### config.mk
export PLATFORM = sky130hd
export DESIGN_NAME = result_collector
export DESIGN_NICKNAME = d
export VERILOG_FILES = /design/src/rtl/result_collector.sv
export SDC_FILE = /design/constraint.sdc
export NUM_CORES = 1
export LEC_CHECK = 0
export ABC_CLOCK_PERIOD_IN_PS = 10250
export CAP_MARGIN = 5
export CORE_ASPECT_RATIO = 2
export CORE_UTILIZATION = 35
export CTS_CLUSTER_SIZE = 25
export DETAILED_ROUTE_END_ITERATION = 7
export SLEW_MARGIN = 10
export SYNTH_ARGS = -nofsm -noshare
export SYNTH_HDL_FRONTEND = slang
export SYNTH_SLANG_ARGS = --single-unit
### constraint.sdc
create_clock -name clk -period 10.25 [get_ports clk]
set_input_delay 1.5375 -clock clk [delete_from_list [all_inputs] [get_ports clk]]
set_output_delay 1.5375 -clock clk [all_outputs]
set_load 0.02 [all_outputs]
### src/rtl/result_collector.sv
// Collects 2x2 PE results into a circular tile buffer and drains them one word per handshake.
// The sequencer checks the drain strobe order; done fires after the operation is fully drained.
module result_collector #(
    parameter int DW    = 32,
    parameter int TILES = 2
) (
    input  logic          clk,
    input  logic          reset,
    input  logic          start,
    input  logic          push11,
    input  logic          pushedge,
    input  logic          push22,
    input  logic [DW-1:0] c11,
    input  logic [DW-1:0] c12,
    input  logic [DW-1:0] c21,
    input  logic [DW-1:0] c22,
    input  logic          op_valid,
    output logic [DW-1:0] out_data,
    output logic          out_valid,
    input  logic          out_ready,
    output logic          out_last,
    output logic [31:0]   out_tile,
    output logic          done,
    output logic          overflow,
    output logic          seq_err
);

    localparam int PW = $clog2(TILES);
    localparam logic [PW:0] FULL_CNT = TILES[PW:0];

    typedef enum logic [1:0] {WAIT11, WAITEDGE, WAIT22} seq_t;

    seq_t          state;
    logic          live;
    logic          pending_done;
    logic [DW-1:0] cap11, cap12, cap21;
    logic [DW-1:0] mem [TILES][4];
    logic [PW-1:0] wr_ptr, rd_ptr;
    logic [PW:0]   count;
    logic [1:0]    word_idx;

    logic [1:0] n_strobes;
    logic       do_step, multi, full, pop, tile_pop, commit_ok;

    always_comb begin
        do_step   = live && !start;
        n_strobes = 2'(push11) + 2'(pushedge) + 2'(push22);
        multi     = n_strobes > 2'd1;
        full      = count == FULL_CNT;
        out_valid = count != '0;
        pop       = out_valid && out_ready;
        tile_pop  = pop && (word_idx == 2'd3);
        commit_ok = do_step && !multi && push22 && (state == WAIT22) && !full;
        out_data  = out_valid ? mem[rd_ptr][word_idx] : '0;
        out_last  = out_valid && (word_idx == 2'd3);
    end

    // Data path carries no reset: count==0 masks whatever the storage holds.
    always_ff @(posedge clk) begin
        if (do_step && !multi) begin
            if (push11) cap11 <= c11;
            if (pushedge && state == WAITEDGE) begin
                cap12 <= c12;
                cap21 <= c21;
            end
        end
        if (commit_ok) begin
            mem[wr_ptr][0] <= cap11;
            mem[wr_ptr][1] <= cap12;
            mem[wr_ptr][2] <= cap21;
            mem[wr_ptr][3] <= c22;
        end
    end

    always_ff @(posedge clk or negedge reset) begin
        if (!reset) begin
            live         <= 1'b0;
            state        <= WAIT11;
            wr_ptr       <= '0;
            rd_ptr       <= '0;
            count        <= '0;
            word_idx     <= '0;
            out_tile     <= '0;
            done         <= 1'b0;
            pending_done <= 1'b0;
            overflow     <= 1'b0;
            seq_err      <= 1'b0;
        end else if (!live || start) begin
            // First edge after release and every flush do nothing but clear.
            live         <= 1'b1;
            state        <= WAIT11;
            wr_ptr       <= '0;
            rd_ptr       <= '0;
            count        <= '0;
            word_idx     <= '0;
            out_tile     <= '0;
            done         <= 1'b0;
            pending_done <= 1'b0;
            overflow     <= 1'b0;
            seq_err      <= 1'b0;
        end else begin
            if (multi) begin
                seq_err <= 1'b1;
                state   <= WAIT11;
            end else if (push11) begin
                if (state != WAIT11) seq_err <= 1'b1;
                state <= WAITEDGE;
            end else if (pushedge) begin
                if (state == WAITEDGE) begin
                    state <= WAIT22;
                end else begin
                    seq_err <= 1'b1;
                    state   <= WAIT11;
                end
            end else if (push22) begin
                if (state != WAIT22) seq_err <= 1'b1;
                else if (full) overflow <= 1'b1;
                state <= WAIT11;
            end

            if (commit_ok) wr_ptr <= wr_ptr + PW'(1);
            if (pop) word_idx <= word_idx + 2'd1;
            if (tile_pop) begin
                rd_ptr   <= rd_ptr + PW'(1);
                out_tile <= out_tile + 32'd1;
            end
            count <= count + {{PW{1'b0}}, commit_ok} - {{PW{1'b0}}, tile_pop};

            done <= 1'b0;
            if (pending_done && count == '0 && state == WAIT11) begin
                done         <= 1'b1;
                pending_done <= 1'b0;
            end else if (op_valid) begin
                pending_done <= 1'b1;
            end
        end
    end

endmodule

-- After elaboration in Yosys (flattened, before gate mapping)
Memory sizes are Yosys's and may differ from the RTL's.
Cells that the tools add are included.
- memories kept: 1
- logic and storage cells: 110
- input bits: 136
- register bits after elaboration: 141
- memory bits (writable): 256
- memories (name ; depth ; bits a word ; read ports ; clocked after Yosys merged registers in ; write ports ; line ; text):
    mem ; 2 ; 128 ; 1 ; 0 ; 1 ; 37 ; logic [DW-1:0] mem [TILES][4];
- reductions and logical operators: 32
- mux-type cells: 41
- bitwise operators: 1
- $lt $le $gt $ge: 2
- add/subtract/negate cells: 8
- equal/unequal tests: 11
- operators with widths (operator ; count):
    $mux W32 ; 5
    $bmux W32 S2 ; 1
    $add A32 B1 Y32 const B ; 1
    $mux W1 ; 26
    $mux W2 ; 9
    $reduce_bool A2 Y1 ; 7
    $logic_and A1 B1 Y1 ; 11
    $reduce_bool A5 Y1 ; 2
    $eq A2 B2 Y1 const B ; 3
    $ne A2 B1 Y1 const B ; 3
    $reduce_and A6 Y1 ; 1
    $ne A5 B4 Y1 const B ; 1
    $add A2 B1 Y2 ; 2
    $logic_not A1 Y1 ; 4
    $logic_not A2 Y1 ; 2
    $ne A2 B2 Y1 const B ; 2
    $ne A4 B1 Y1 const B ; 1
    $reduce_and A2 Y1 ; 2
    $reduce_and A4 Y1 ; 1
    $ge A3 B3 Y1 const B ; 1
    $not A2 Y3 ; 1
    $reduce_bool A3 Y1 ; 1
    $add A1 B1 Y1 const B ; 2
    $add A1 B1 Y2 ; 1
    other kinds (5) ; 5

-- Longest topological paths before layout
Gate-level depths: netlist of run 1.
- depth in word-level cells: 11
- gate-level depth with buffers: 10
- gate-level depth less buffers: 9

-- Worst setup path after synthesis of run 1
No wires, ideal clock.
- path type: input to register
- start point: in push11
- end point: mem mem[0][0] (netlist name) (enable)
- data arrival time: 7574 ps
- buffers on the path: 0
- stages: 4
- data required time: 9633 ps
- setup slack: 2059 ps
- cell sequence: ha_1 a211oi_1 nand2_1 nor2_1
- cells in the longest elaborated chain, start to end: 10
- ends and longest elaborated chain (what ; line ; text):
    start: declaration ; 10 ; input logic push11,
    $add A1 B1 Y2 ; 47 ; n_strobes = 2'(push11) + 2'(pushedge) + 2'(push22);
    $add A2 B1 Y2 ; 47 ;
    $gt A2 B1 Y1 ; 48 ; multi = n_strobes > 2'd1;
    $logic_not A1 Y1 ; 53 ; commit_ok = do_step && !multi && push22 && (state == WAIT22) && !full;
    $logic_and A1 B1 Y1 (4 in a row) ; 53 ;
    $mux W1 ; 67 ; if (commit_ok) begin
    $mux W1 (not written as such) ; 71 ; mem[wr_ptr][3] <= c22;
    end: declaration ; 37 ;
No other way between the ends.

-- Worst setup path after layout of run 1
- start point: reg rd_ptr
- end point: out out_data[20]
- cells in the longest elaborated chain, start to end: 5
- ends and longest elaborated chain (what ; line ; text):
    start: declaration ; 38 ; logic [PW-1:0] wr_ptr, rd_ptr;
    start signal: assignment ; 124 ; rd_ptr <= rd_ptr + PW'(1);
    $mem_v2 Z2 W128 ; -- ;
    $bmux W32 S2 ; 54 ; out_data = out_valid ? mem[rd_ptr][word_idx] : '0;
    $mux W32 (not written as such) (2 in a row) ; 54 ;
    $mux W32 ; 54 ;
    end: declaration ; 18 ; output logic [DW-1:0] out_data,
No other way between the ends. The select of a mux whose other input is x is not followed.

==> results of run 1 <==
cell usage in the layout (no fill, tap or decap), types with 9 or more instances in the layout:
cell and n:
nor4_1 10, nand3_1 9, mux2i_1 32, dfrtp_1 42, nor2_1 69, edfxtp_1 352, clkdlybuf4s50_1 203, mux4_2 64
nand4_1 9, xnor2_1 23, buf_4 12, xor2_1 10, clkbuf_16 41, nand2_1 16
state kept, by name (all words and copies together) (netlist names):
name          count
overflow          1
cap21            32
word_idx          2
cap11            32
count             2
wr_ptr            1
pending_done      1
out_tile         32
live              1
mem             256
state             2
cap12            32
done              1
seq_err           1
rd_ptr            1
layer usage:
metal  routed length [um]  GRT usage [%]  vias up
met5                   57              0        -
met3                 1395          2.935       71
li1                     -              -     3389
met1                11200          15.66     3788
met2                17130          27.42      193
met4                 1162          6.638       10
power groups by stage:
stage / Clock, mW / Sequential, mW / Combinational, mW
final: 1.42 / 1.76 / 0.0722
after detailed placement: 0 / 1.79 / 0.0734
after floorplan: 0 / 1.79 / 0.00705
after CTS: 1.47 / 1.76 / 0.0737
after global placement: 0 / 1.79 / 0.0725
after global routing: 1.51 / 1.76 / 0.0775
how the worst max path moves through the flow:
stage / start / slack [ps] / cells past startpoint / to
3_3_place_gp: start / 5230 / 7 / mem[1][118]
3_5_place_dp: start / 5270 / 7 / mem[1][54]
4_1_cts: rd_ptr / 4940 / 5 / out_data[15]
5_1_grt: rd_ptr / 4840 / 5 / out_data[20]
2_1_floorplan: push11 / 2060 / 4 / mem[0][0]
6_report: rd_ptr / 5130 / 5 / out_data[20]
final cells by class:
class	count	area [sq um]	area share [%]
clock buffer	49	1076	5.700
multi-input combinational	310	3059	16.20
inverter	7	26.28	0.1392
tap	540	675.6	3.579
clock inverter	20	203.9	1.080
timing repair buffer	216	2127	11.27
sequential	397	11710	62.00
antenna	2	5.005	0.02651
worst max-delay path, delay by kind of cell, from the launching register on:
family	cells	cell delay, ps
simple gates	1	100
buf+inv	2	1380
mux	2	750
flops	1	770
cell families after synthesis:
family / count (synthesis) / synth area share (%)
buffers and inverters: 36 / 1.026
and+or+nand+nor: 156 / 5.307
adders and majority gates: 5 / 0.4205
muxes: 96 / 11.84
DFF: 397 / 78.62
AOI/OAI and AO/OA: 19 / 0.8158
other: 1 / 0.02521
xor gates and xnor gates: 33 / 1.943
==> out/metrics.cfg, run 1 <==
[yosys]
yosys-top-cells-area=edfxtp_1 71%, mux4_2 9.7%, dfrtp_1 7.6%
yosys_warnings=0
synth.distinct_cells=44
synthFlopType=edfxtp_1
synthesis.area_sq_um=14880
synth_top_cell_by_area=edfxtp_1
yosys-top-cells-count=352 x edfxtp_1, 73 x nor2_1, 64 x mux4_2, 45 x dfrtp_1, 32 x mux2i_1
synth.most_common_cell=edfxtp_1
synthArstFlopShare_pct=11.34
synth.avg_cell_area_sq_um=20.02
syn_nets=884
synth_edf_count=352
seq_area_frac_synth_pct=78.62
synthCells=743
synth_top_area_share_pct=71.05
ys_ff_latch=397

[min_path]
whs_path_depth=0
whs_endpoint=mem[0][109]
hp-start=cap11[13]
min_path_type=register to register

[timing]
drv_slew=0
fin_crit_ps=5117
rsz0062_at_grt=no
whs_ps=440.0
slew_headroom_pct=22.18
fin_crit_sh_pct=49.92
setup_tns_ps=0
fin_skew_ps=22.12
setup_slack_ps=5133
worst_pin_slew_ps=1167
fmaxAchievable_ghz=0.1954
final_hold_viol_count=0
finalSetupViolCount=0

[job]
maxCapViolCount=0

[cts]
numCtsBuffers=38
clock_latency_ps=530
cts.sinks=397
htree_num_levels=2
cts_buffer_depth=3
cts_resized=0
postCtsSetupRepairBufs=0
clockRootBuffer=clkbuf_16
hold_buffers=0
cts_tree=done
clkTransAtPathRegs_ps=60

[floorplanning]
rows=106
die_w_um=147.8
die_height_um=293.6
coreArea_sq_um=41910
dieArea_sq_um=43380
initial_core_util_pct=35.50
ios=205

[cells_and_area]
fin_util_pct=45.04
synthToLayoutAreaGrowth_pct=26.90
fillCellCount=3720
final_area_sq_um=18880
layout-drive-gt1-share_pct=15.42
num-nets-final=1111
final_cell_count_no_fill=1541

[power]
p_switching_mw=0.6190
ir_worst_vdd_mv=0.1456
p_comb_share_pct=2.2
power.total_mw=3.246
switching_share_pct=19.07
p_seq_share_pct=54.1
p_per_area_nw_per_um2=171.9
p_clk_share_pct=43.7
p_int_mw=2.627
leakagePower_nw=5.988

[drt]
viasPerCell=4.835
drc=0
vias=7451
drt-pass1-iter-count=4
ant_nets=0
routedWlPerCell_um=20.08
wl_um=30940
drt_iter0_drc=286

[grt]
gr-total-overflow=0
antenna_found_initial=7
grt_max_degree=81
grt_pass1_wl_um=46750
grt_use_total_pct=14.67
grt_pass1_vias=8217

[worst_setup_path]
critical_path_required_ps=8710
end_kind=output pin
arrival_ps=3580
rr_endpoint=mem[1][53]
r2r-start=live
cp-start-kind=register
crit_type=register to output pin
crit_path_max_fanout=43
regToRegSetupSlack_ps=7060
crit_path_top_delay_cell=buf_4
worstPathCellList=buf_4 > mux4_2 > mux2i_1 > nor2_1 > clkdlybuf4s50_1
reg2reg_depth=6
slowest_delay_ps=810

[place]
hpwl_um=19350
place_area_sq_um=17590
numPortBuffers=204
placed_cells=1470
pre_cts_slack_ps=5272
place_congestion=0.7724

[status]
status=finished, final reports clean

Power figures use the tool's default switching activity.
==> inputs of run 2 (changes only) <==
- ABC_CLOCK_PERIOD_IN_PS: 10250 -> 4900
- clock period: 10.25 -> 4.9 ns (I/O delays scaled with it)
==> out/metrics.cfg, run 2 (same netlist as run 1, synthesis figures left out) <==
[place]
numPortBuffers=204  ; unchanged
place_area_sq_um=17690  ; +0.55%
placed_cells=1473  ; +0.20%
place_congestion=0.7679  ; -0.58%
hpwl_um=20270  ; +4.8%

[floorplanning]
die_w_um=147.8  ; unchanged
die_height_um=293.6  ; unchanged
dieArea_sq_um=43380  ; unchanged
rows=106  ; unchanged
ios=205  ; unchanged
coreArea_sq_um=41910  ; unchanged
initial_core_util_pct=35.50  ; unchanged

[cts]
numCtsBuffers=37  ; -2.6%
clock_latency_ps=530  ; about the same
clkTransAtPathRegs_ps=70  ; about the same
cts_tree=done
cts_buffer_depth=3  ; unchanged
cts.sinks=397  ; unchanged
hold_buffers=0  ; unchanged
cts_resized=0  ; unchanged
htree_num_levels=2  ; unchanged
postCtsSetupRepairBufs=0  ; unchanged
clockRootBuffer=clkbuf_16

[cells_and_area]
final_area_sq_um=18920  ; +0.21%
seqCellArea_sq_um=11710  ; unchanged
fillCellCount=3673  ; -1.3%
final_common_cell=edfxtp_1
top_register=mem
num-nets-final=1113  ; +0.18%
mostFrequentLayoutCells=352 x edfxtp_1, 203 x clkdlybuf4s50_1, 69 x nor2_1
largest_reg_flops=256  ; unchanged
multi_input_area_sq_um=3059  ; unchanged
layout-drive-gt1-share_pct=15.13  ; -0.29 points
synthToLayoutAreaGrowth_pct=27.16
fin_util_pct=45.14  ; +0.093 points
final_cell_count_no_fill=1539  ; -0.13%

[power]
p_per_area_nw_per_um2=357.8  ; +110%
p_switching_mw=1.276  ; +110%
power.total_mw=6.768  ; +110%
p_clk_share_pct=43.4  ; -0.3 points
p_int_mw=5.492  ; +110%
p_seq_share_pct=54.3  ; +0.2 points
p_comb_share_pct=2.3  ; about the same
ir_worst_vdd_mv=0.2641  ; +81%
leakagePower_nw=6.014  ; +0.42%
switching_share_pct=18.85  ; -0.22 points

[drt]
ant_nets=0  ; unchanged
viasPerCell=4.801  ; -0.70%
drc=0  ; unchanged
vias=7389  ; -0.83%
wl_um=31460  ; +1.7%
drt-pass1-iter-count=6  ; +2
routedWlPerCell_um=20.44  ; +1.8%
drt_iter0_drc=310  ; +8.4%

[worst_setup_path]
crit_type=register to output pin
r2r-start=word_idx[0]
cp-start-kind=register
startpoint=rd_ptr
regToRegSetupSlack_ps=1720  ; -5340 ps
rr_endpoint=count[1]
arrival_ps=3190  ; -390 ps
end_kind=output pin
critPathCapture=out_data[30]
critical_path_required_ps=4160  ; -4550 ps
crit_path_max_fanout=27  ; -37%
reg2reg_depth=10  ; +4

[timing]
finalSetupViolCount=0  ; unchanged
worst_pin_slew_ps=1061  ; -106.7 ps
fin_crit_ps=3923
slew_headroom_pct=29.29  ; +7.1 points
fin_skew_ps=15.01  ; -7.105 ps
rsz0062_at_grt=no
fmaxAchievable_ghz=0.2549
fin_crit_sh_pct=80.07
final_hold_viol_count=0  ; unchanged
drv_slew=0  ; unchanged

[grt]
grt_pass1_wl_um=47290  ; +1.2%
gr-total-overflow=0  ; unchanged
grt_max_degree=93  ; +15%
grt_use_total_pct=14.85  ; +0.17 points
antenna_found_initial=2  ; -5
grt_pass1_vias=7921  ; -3.6%

[status]
status=finished, final reports clean

[job]
maxCapViolCount=0  ; unchanged

[min_path]
min_path_type=input pin to asynchronous set/reset pin

## run 2: changes by cell type in the layout (fill, tap and decap cells not counted), moves of 2 or more
cell / delta
clkinv_4: -3
buf_4: -3
bufinv_16: +2
clkbuf_8: -2
clkinv_2: +4
clkbuf_16: -2
buf_12: +6
clkbuf_1: +3
clkinvlp_4: -5
## run 2: cell type report
| type | count | area share [%] |
|---|---|---|
| diodes | 1 | 0.01323 |
| clock buffers | 48 | 5.338 |
| clock inverters | 17 | 1.131 |
| inverters | 7 | 0.1389 |
| multi-input cells | 310 | 16.17 |
| flip-flops and latches | 397 | 61.88 |
| well taps | 540 | 3.572 |
| repair buffers | 219 | 11.76 |
## run 2: power groups by stage
| stage | Combinational [mW] | Sequential [mW] | Clock [mW] |
|---|---|---|---|
| floorplan | 0.0147 | 3.75 | 0 |
| CTS | 0.159 | 3.67 | 3.04 |
| finish | 0.155 | 3.67 | 2.94 |
| global route | 0.166 | 3.67 | 3.14 |
| detailed placement | 0.158 | 3.75 | 0 |
| global placement | 0.158 | 3.75 | 0 |
## run 2: worst min-delay path by stage
stage,from,endpoint,cells after the start
2_1_floorplan,cap11[4],mem[0][100],0
6_report,reset,out_tile[25],1
4_1_cts,reset,out_tile[25],1
3_5_place_dp,cap12[11],mem[1][75],0
3_3_place_gp,cap12[17],mem[1][81],0
5_1_grt,cap12[11],mem[0][75],0
## run 2: per-layer routing
layer	vias up	GRT usage, %	wire, um
li1	3393	-	-
met1	3778	16.39	11720
met2	180	28.41	17920
met3	36	2.220	1113
met4	2	5.180	689
met5	-	0	13
## run 2: worst max-delay path, stage by stage (launching register included)
cell             delay, ps
dfrtp_4                810
buf_4                  460
mux4_2                 550
mux2i_1                210
nor2_1                  60
clkdlybuf4s50_1        560
## run 2: per-stage QoR
step                      hold slack [ps]  TNS [ps]  setup slack (ps)
after detailed placement            429.6         0              1406
after floorplan                     421.5    -88350            -345.2
after global placement              422.5         0              1379
final                               395.2         0             976.6
after CTS                           419.8         0             823.8
after global routing                446.5         0             742.9
==> inputs of run 3 (changes only) <==
- ABC_CLOCK_PERIOD_IN_PS: 4900 -> 3500
- clock period: 4.9 -> 3.5 ns (I/O delays scaled with it)
==> out/metrics.cfg, run 3 (same netlist as run 1, synthesis figures left out) <==
[status]
status=finished, final reports clean

[drt]
drc=0  ; unchanged
drt-pass1-iter-count=4  ; -2
vias=7397  ; +0.11%
routedWlPerCell_um=20.38  ; -0.32%
viasPerCell=4.797  ; about the same
drt_iter0_drc=283  ; -8.7%
ant_nets=0  ; unchanged
wl_um=31420  ; -0.13%

[cells_and_area]
layout-drive-gt1-share_pct=15.20  ; +0.070 points
num-nets-final=1116  ; +0.27%
final_common_cell=edfxtp_1
seqCellArea_sq_um=11710  ; unchanged
mostFrequentLayoutCells=352 x edfxtp_1, 203 x clkdlybuf4s50_1, 69 x nor2_1
largest_reg_flops=256  ; unchanged
fillCellCount=3740  ; +1.8%
synthToLayoutAreaGrowth_pct=27.45
top_register=mem
multi_input_area_sq_um=3087  ; +0.90%

[worst_setup_path]
end_kind=output pin
critical_path_required_ps=2970  ; -1190 ps
r2r-start=word_idx[0]
crit_path_max_fanout=35  ; +30%
crit_type=register to output pin
worstPathCellList=buf_12 > mux4_2 > mux2i_1 > nor2_1 > clkdlybuf4s50_1
slowest_delay_ps=770  ; -40 ps
cp-start-kind=register
crit_path_top_delay_cell=dfrtp_4
critPathTopFamily=buffers and inverters
arrival_ps=2820  ; -370 ps
crit_buf_inv=2  ; unchanged
startpoint=word_idx[0]

[power]
p_per_area_nw_per_um2=487.0  ; +36%
ir_worst_vdd_mv=0.3359  ; +27%
leakagePower_nw=6.005  ; -0.15%

[job]
maxCapViolCount=0  ; unchanged

[grt]
antenna_found_initial=2  ; unchanged
grt_max_degree=85  ; -8.6%
grt_pass1_vias=7989  ; +0.86%
grt_pass1_wl_um=46780  ; -1.1%
grt_use_total_pct=14.74  ; -0.11 points
gr-total-overflow=0  ; unchanged

[floorplanning]
die_height_um=293.6  ; unchanged
ios=205  ; unchanged
rows=106  ; unchanged
initial_core_util_pct=35.50  ; unchanged
die_w_um=147.8  ; unchanged
dieArea_sq_um=43380  ; unchanged
coreArea_sq_um=41910  ; unchanged

[cts]
cts_tree=done
clockRootBuffer=clkbuf_16
postCtsSetupRepairBufs=0  ; unchanged
cts_buffer_depth=3  ; unchanged
clkTransAtPathRegs_ps=70  ; about the same
numCtsBuffers=36  ; -2.7%
htree_num_levels=2  ; unchanged
clock_latency_ps=510  ; -20 ps
hold_buffers=0  ; unchanged
cts_resized=0  ; unchanged
cts.sinks=397  ; unchanged

[timing]
rsz0062_at_grt=no
worst_pin_slew_ps=1046  ; -14.22 ps
fmaxAchievable_ghz=0.2994
fin_crit_sh_pct=95.43
final_hold_viol_count=0  ; unchanged
setup_slack_ps=159.9  ; -816.8 ps
fin_skew_ps=7.644  ; -7.368 ps
slew_headroom_pct=30.24  ; +0.95 points
fin_crit_ps=3340
drv_slew=0  ; unchanged
setup_tns_ps=0  ; unchanged
finalSetupViolCount=0  ; unchanged

[place]
hpwl_um=20890  ; +3.0%
place_congestion=0.7800  ; +1.6%
pre_cts_slack_ps=625.1  ; -781.4 ps
numPortBuffers=204  ; unchanged

[min_path]
min_path_type=input pin to asynchronous set/reset pin

==> run 3: area by class of cell <==
type                       count  area share (%)
antenna                        2         0.02640
sequential                   397           61.73
inverter                       7          0.1386
clock inverter                21           1.056
timing repair buffer         223           12.22
multi-input combinational    310           16.28
clock buffer                  42           4.982
tap                          540           3.563
==> run 3: metal layers <==
metal / GRT usage [%] / up-vias / wire [um]
met5: 0 / - / 0
met4: 6.663 / 0 / 1085
met3: 2.050 / 47 / 1150
met2: 27.99 / 192 / 17700
met1: 15.92 / 3757 / 11480
li1: - / 3401 / -
==> run 3: power by group <==
group | switching, mW | leakage, nW | internal (mW) | total, mW
logic | 0.0788 | 1.67 | 0.144 | 0.223
registers | 0.00681 | 3.79 | 5.14 | 5.14
clock network | 1.64 | 0.553 | 2.23 | 3.87
total | 1.73 | 6.01 | 7.51 | 9.23
==> run 3: worst paths after layout <==
| check | to | slack (ps) | cells after the start |
|---|---|---|---|
| max | out_data[18] | 160 | 5 |
| min | out_tile[26] | 200 | 1 |
| max reg2reg | count[1] | 780 | 9 |
| min reg2reg | mem[0][80] | 440 | 0 |
| max in group asynchronous | rd_ptr | 2530 | 1 |
| min in group clk | mem[0][80] | 440 | 0 |
==> run 3: per-stage QoR <==
stage	cells	utilization (%)	hold WS, ps	power (mW)	instance area (sq um)
after CTS	1540	45.23	211.6	9.366	18960
after global placement	1477	42.50	422.9	5.469	17810
after detailed placement	1477	42.50	431.1	5.472	17810
after global routing	1542	45.24	287.4	9.542	18960
final	1542	45.24	198.7	9.234	18960
after floorplan	743	-	229.4	5.270	14930
